==> src/rtl/boot_rom_loader.sv <==
// Boot ROM loader: validates the ROM header word, then copies the payload into RAM
// over a valid/ready write port and raises a sticky done (or error) flag.
module boot_rom_loader #(
  parameter logic [15:0] MAGIC    = 16'hB007,
  parameter logic [15:0] RAM_BASE = 16'h0000
) (
  input  logic        clk,
  input  logic        reset_n,
  input  logic        start,
  output logic [15:0] rom_address,
  input  logic [31:0] rom_data,
  output logic [15:0] ram_address,
  output logic [31:0] ram_data,
  output logic        ram_write,
  input  logic        ram_ready,
  output logic        busy,
  output logic        done,
  output logic        error,
  output logic [15:0] words_copied
);

  typedef enum logic [2:0] {IDLE, HEADER, FETCH, WRITE, DONE, ERROR} state_t;

  state_t      state;
  logic [15:0] len;
  logic [15:0] rom_ptr;
  logic [15:0] ram_ptr;

  // Single registered FSM; every output is a flop updated on the transition edge.
  always_ff @(posedge clk) begin
    if (!reset_n) begin
      state        <= IDLE;
      rom_address  <= 16'h0000;
      ram_address  <= 16'h0000;
      ram_data     <= 32'h0000_0000;
      ram_write    <= 1'b0;
      busy         <= 1'b0;
      done         <= 1'b0;
      error        <= 1'b0;
      words_copied <= 16'h0000;
      len          <= 16'h0000;
      rom_ptr      <= 16'h0000;
      ram_ptr      <= 16'h0000;
    end else begin
      case (state)
        IDLE: begin
          rom_address <= 16'h0000;
          if (start) begin
            busy         <= 1'b1;
            words_copied <= 16'h0000;
            state        <= HEADER;
          end
        end

        HEADER: begin
          if (rom_data[31:16] != MAGIC) begin
            busy  <= 1'b0;
            error <= 1'b1;
            state <= ERROR;
          end else if (rom_data[15:0] == 16'h0000) begin
            busy  <= 1'b0;
            done  <= 1'b1;
            state <= DONE;
          end else begin
            len          <= rom_data[15:0];
            rom_ptr      <= 16'h0001;
            ram_ptr      <= RAM_BASE;
            words_copied <= 16'h0000;
            rom_address  <= 16'h0001;
            state        <= FETCH;
          end
        end

        FETCH: begin
          ram_data    <= rom_data;
          ram_address <= ram_ptr;
          ram_write   <= 1'b1;
          state       <= WRITE;
        end

        // Address and data stay frozen until the RAM accepts the word.
        WRITE: begin
          if (ram_ready) begin
            ram_write    <= 1'b0;
            words_copied <= words_copied + 16'd1;
            rom_ptr      <= rom_ptr + 16'd1;
            ram_ptr      <= ram_ptr + 16'd1;
            if (words_copied + 16'd1 == len) begin
              busy  <= 1'b0;
              done  <= 1'b1;
              state <= DONE;
            end else begin
              rom_address <= rom_ptr + 16'd1;
              state       <= FETCH;
            end
          end
        end

        DONE, ERROR: begin
          if (start) begin
            done         <= 1'b0;
            error        <= 1'b0;
            words_copied <= 16'h0000;
            rom_address  <= 16'h0000;
            busy         <= 1'b1;
            state        <= HEADER;
          end
        end

        default: state <= IDLE;
      endcase
    end
  end

endmodule

==> config.mk <==
export PLATFORM = sky130hd
export DESIGN_NAME = boot_rom_loader
export DESIGN_NICKNAME = d
export VERILOG_FILES = /design/src/rtl/boot_rom_loader.sv
export SDC_FILE = /design/constraint.sdc
export NUM_CORES = 1
export LEC_CHECK = 0
export CAP_MARGIN = 10
export CORE_ASPECT_RATIO = 1.25
export CORE_MARGIN = 2
export CORE_UTILIZATION = 35
export DETAILED_ROUTE_END_ITERATION = 16
export SLEW_MARGIN = 20
export SYNTH_ARGS = -nofsm -noshare
export SYNTH_HDL_FRONTEND = slang
export SYNTH_SLANG_ARGS = --single-unit
==> constraint.sdc <==
create_clock -name clk -period 2.42 [get_ports clk]
set_clock_uncertainty 0.15 [all_clocks]
set_input_delay 0.484 -clock clk [delete_from_list [all_inputs] [get_ports clk]]
set_output_delay 0.484 -clock clk [all_outputs]
set_load 0.1 [all_outputs]
Word level (Yosys, flattened, before mapping)
Index checks and enable logic that the tools add are counted.
- bits in registers: 135
- input bits: 36
- output and inout port bits: 84
- $add $sub $neg: 3
- eq/ne operators: 17
- multiplexer cells: 36
- bitwise operators: 2
- reductions and logical operators: 19
- operators with widths (operator ; count):
    two-way mux 16 bit ; 10
    one-hot mux 16 bit (2 select lines) ; 2
    one-hot mux 16 bit (4 select lines) ; 1
    adder 16 x 1 -> 16 bit (second input constant) ; 3
    one-hot mux 16 bit (3 select lines) ; 1
    == test 16 bit ; 1
    logical NOT 16 bit ; 1
    inequality test 16 bit (second input constant) ; 1
    inequality test 2 bit (second input constant) ; 8
    two-way mux 3 bit ; 5
    two-way mux 1 bit ; 12
    one-hot mux 3 bit (4 select lines) ; 1
    AND reduction 6 bit ; 2
    AND reduction 5 bit ; 2
    == test 3 x 2 -> 1 bit (second input constant) ; 2
    == test 3 bit (second input constant) ; 2
    one-hot mux 1 bit (3 select lines) ; 2
    AND reduction 3 bit ; 2
    nonzero test 2 bit ; 3
    nonzero test 3 bit ; 2
    one-hot mux 1 bit (2 select lines) ; 2
    AND reduction 2 bit ; 2
    AND reduction 4 bit ; 1
    nonzero test 4 bit ; 1
    other kinds (7) ; 8

Depth between registers and ports, before layout
- word-level depth: 5
- mapped depth: 9
- mapped depth without buffers: 8

Worst setup path after synthesis
No wires, ideal clock.
- path type: reg-to-reg
- start point: reg words_copied[2]
- end point: reg rom_address[4]
- setup time: 92 ps
- data arrival time: 3029 ps
- required time: 2178 ps
- setup slack: -851 ps
- cell stages (with the launch flop): 10
- period minus slack after synthesis: 3271 ps
- cells stage by stage: dfxtp_1 -> buf_2 -> nand4_2 -> nor4_4 -> xnor2_1 -> o221a_1 -> o211ai_2 -> o31a_1 -> buf_4 -> o32ai_1
- cells in the longest elaborated chain, start to end: 4
- RTL lines (item ; RTL line ; text):
    start: declaration ; 19 ; output logic [15:0] words_copied
    start signal: assignment ; 85 ; words_copied <= words_copied + 16'd1;
    adder 16 x 1 -> 16 bit ; 88 ; if (words_copied + 16'd1 == len) begin
    == test 16 bit ; 88 ;
    inequality test 2 bit (no source line) ; -- ;
    AND reduction 6 bit (no source line) ; -- ;
    end signal: assignment ; 93 ; rom_address <= rom_ptr + 16'd1;
    end: declaration ; 10 ; output logic [15:0] rom_address,
No other way between the ends.
A chain may end at the register's enable or synchronous reset.

Worst setup path in the final report
- start point: reg words_copied[1]
- end point: reg rom_address[3]
Same word-level chain as after synthesis.

==> impl_metrics.tcl <==
set metrics [dict create \
    switching_power_mw 1.182 \
    via_count 6215 \
    synth-edff-count 0 \
    diodes 0 \
    status "finished with violations" \
    multiInputGateArea_sq_um 3667 \
    crit_path_start_kind "flop" \
    row_count 54 \
    hpwlAfterDp_microns 12850 \
    max_slew.worst_pin.slew_ps 453.5 \
    clock_sinks 135 \
    maxCapViolCount 0 \
    die_y_microns 153.6 \
    busiest_layer "met2" \
    clk_latency_ps 420 \
    drt_first_pass_iters 4 \
    cp_cell_sequence "ha_4 -> and3_4 -> xnor2_1 -> or4_1 -> nand2_2 -> nand4_1 -> o31a_1 -> buf_6 -> o32ai_2" \
    clock_power_share 0.507 \
    cts_tree "yes" \
    grt_pass1_wl_microns 29370 \
    first_global_vias 5901 \
    ant_nets 0 \
    required_ps 2600 \
    sequentialPowerShare 0.434 \
    grt_max_degree 53 \
    slowest_delay_ps 490 \
    io_buffers 119 \
    critPathSlowestCell "or4_1" \
    synthCells 790 \
    synth_common_cells "151 x nand2_1, 135 x dfxtp_1, 89 x a21oi_1" \
    internal-power_mw 3.954 \
    synth_area_leader_cell "dfxtp_1" \
    gp_congestion 0.8378 \
    synth_nets 829 \
    cp_data_arrival_time_ps 2650 \
    track_usage 0.1945 \
    n_fill_cell 1652 \
    coreArea_sq_um 17500 \
    synth_warnings 0 \
    critPathKind "reg -> reg" \
    nets 1028 \
    initial_core_util 0.3581 \
    areaGrowthSynthToFinish_pct 46.54 \
    slew_headroom 0.6966 \
    die_w_microns 123.7 \
    synth_async_sr_flop_share 0 \
    drt-wirelength-per-cell_microns 14.95 \
    path_clk_slew_ps 60 \
    cts_buffer_depth 2 \
    antenna_found_initial 0 \
    synth-main-ff-cell "dfxtp_1" \
    drt_iter0_drc 283 \
    dp_slack_ps -750.1 \
    period_minus_slack_ps 2472 \
    powerDensity_nw_per_um2 559.3 \
    crit_path_end_kind "flop" \
    ys_seq_area_frac 0.4312 \
    drc 0 \
    cts_htree_levels 4 \
    synth_area_leaders "dfxtp_1 43%, nand2_1 9.0%, a21oi_1 7.1%, nor2_1 5.2%, xnor2_1 3.8%" \
    overflow 0 \
    finalSetupViolCount 7 \
    die_area_sq_um 19000 \
    synth_top_area_frac 0.4312 \
    cp_max_fo 7 \
    drt-total-wl_microns 18330 \
    crit_buf_inv 1 \
    cts_made_buffers 17 \
    finalPower_mw 5.136 \
    synth.cell_area_sq_um 6267 \
    top_level_ports 120 \
    layout-drive-gt1-share 0.2834 \
    crit_family "simple AND/OR/NAND/NOR gates" \
    syn_avg_cell_area_sq_um 7.933 \
    clockRootBuffer "clkbuf_16" \
    switching_share 0.2302 \
    finalCritPeriodShare 1.021 \
    hold_buffers 0 \
    yosysUniqueCellTypes 59 \
    synth-seq-cells 135 \
    seqCellArea_sq_um 2749 \
    violations "negative setup slack" \
    setup_slack_ps -51.66 \
    hold_violations 0 \
    vias_per_cell 5.069 \
    max-vdd-ir-drop_mv 0.4385 \
    gr-usage-met3 0.04674 \
    hold_class "in -> reg" \
    p_leak_nw 3.801 \
    use_met2 0.3208 \
    comb_power_share 0.059 \
    yosys.cell_count.top_type "nand2_1" \
    slew_viol_final 0 \
    clock.fmax_mhz 404.6 \
    met1_usage 0.2479 \
    grt_setup_unrepaired "yes" \
]
[layer usage]
metal | routed length (microns) | up-vias
li1 | - | 3156
met1 | 8283 | 2903
met2 | 8831 | 132
met3 | 880 | 24
met4 | 330 | 0
met5 | 0 | -
[metrics by stage]
stage	std cells	hold WS (ps)	setup TNS, ps	area [sq um]	utilization
finish	1226	215.3	-271.5	9184	0.5248
global route	1226	235.1	-1221	9184	0.5248
CTS	1221	294.3	-366.1	8941	0.5109
detailed placement	1188	297.3	-47840	8252	0.4715
global placement	1188	293.5	-47160	8252	0.4715
floorplan	790	293.7	-1966	6405	-
[sequential cells by signal, summed over array words and instances, names as in the netlist]
register,flops
busy,1
done,1
error,1
len,16
ram_address,16
ram_data,32
ram_ptr,16
ram_write,1
rom_address,16
rom_ptr,16
state,3
words_copied,16
[worst min-delay path, cell delays in order]
cell	delay [ps]
dlymetal6s2s_1	140
nand2_1	60
a21oi_1	50
[final cells by class]
type | count | area share
repair buffers | 224 | 0.1999
multi-input cells | 596 | 0.3993
clock inverters | 11 | 0.01335
flip-flops and latches | 135 | 0.2993
inverters | 15 | 0.006267
clock buffers | 21 | 0.05136
well taps | 224 | 0.03052
[placed cells by master, fill, tap and decap left out, types with 7 or more instances in the layout]
master	n
buf_4	180
dfxtp_1	120
nand3_1	32
dfxtp_4	11
and3_1	7
o32ai_2	7
clkbuf_16	18
o21ai_0	27
nor2_1	83
nor3_1	15
dlygate4sd2_1	9
xor2_1	25
or3_1	10
nand2_1	146
a21oi_1	88
mux2i_1	19
clkdlybuf4s50_1	13
inv_1	14
xnor2_1	26
nand4_1	19
dlymetal6s2s_1	13
nand3b_1	7
[final timing paths]
kind                                     start                          end  slack (ps)  cells past startpoint
setup / recovery  words_copied[1]$_SDFFE_PN0P_  rom_address[3]$_SDFFE_PN0P_         -50                      9
hold / removal                    rom_data[18]    ram_data[18]$_SDFFE_PN0P_         220                      3
setup reg to reg  words_copied[1]$_SDFFE_PN0P_  rom_address[3]$_SDFFE_PN0P_         -50                      9
hold reg to reg      ram_data[25]$_SDFFE_PN0P_    ram_data[25]$_SDFFE_PN0P_         300                      2
[power by group through the flow]
stage | Sequential (mW) | Clock [mW] | Combinational (mW)
after floorplan | 2.31 | 0 | 0.0878
after global placement | 2.28 | 0 | 0.282
after detailed placement | 2.28 | 0 | 0.282
after global routing | 2.23 | 2.74 | 0.325
after CTS | 2.23 | 2.67 | 0.289
final | 2.23 | 2.61 | 0.304
[cells by family after synthesis]
logic type / share of synthesized area
muxes: 0.03034
adders and majority gates: 0.005990
AOI/OAI and AO/OA: 0.1467
and+or+nand+nor: 0.2757
DFF: 0.4312
xor gates and xnor gates: 0.07267
buffers and inverters: 0.03733
[what timing repair did]
action                     4_1_cts  5_1_grt
gates resized for setup         30       42
pin swaps                       11       21
cloned                           1        1
setup endpoints to repair       78       63
buffers inserted                 0        4
(Power assumes the default switching activity.)
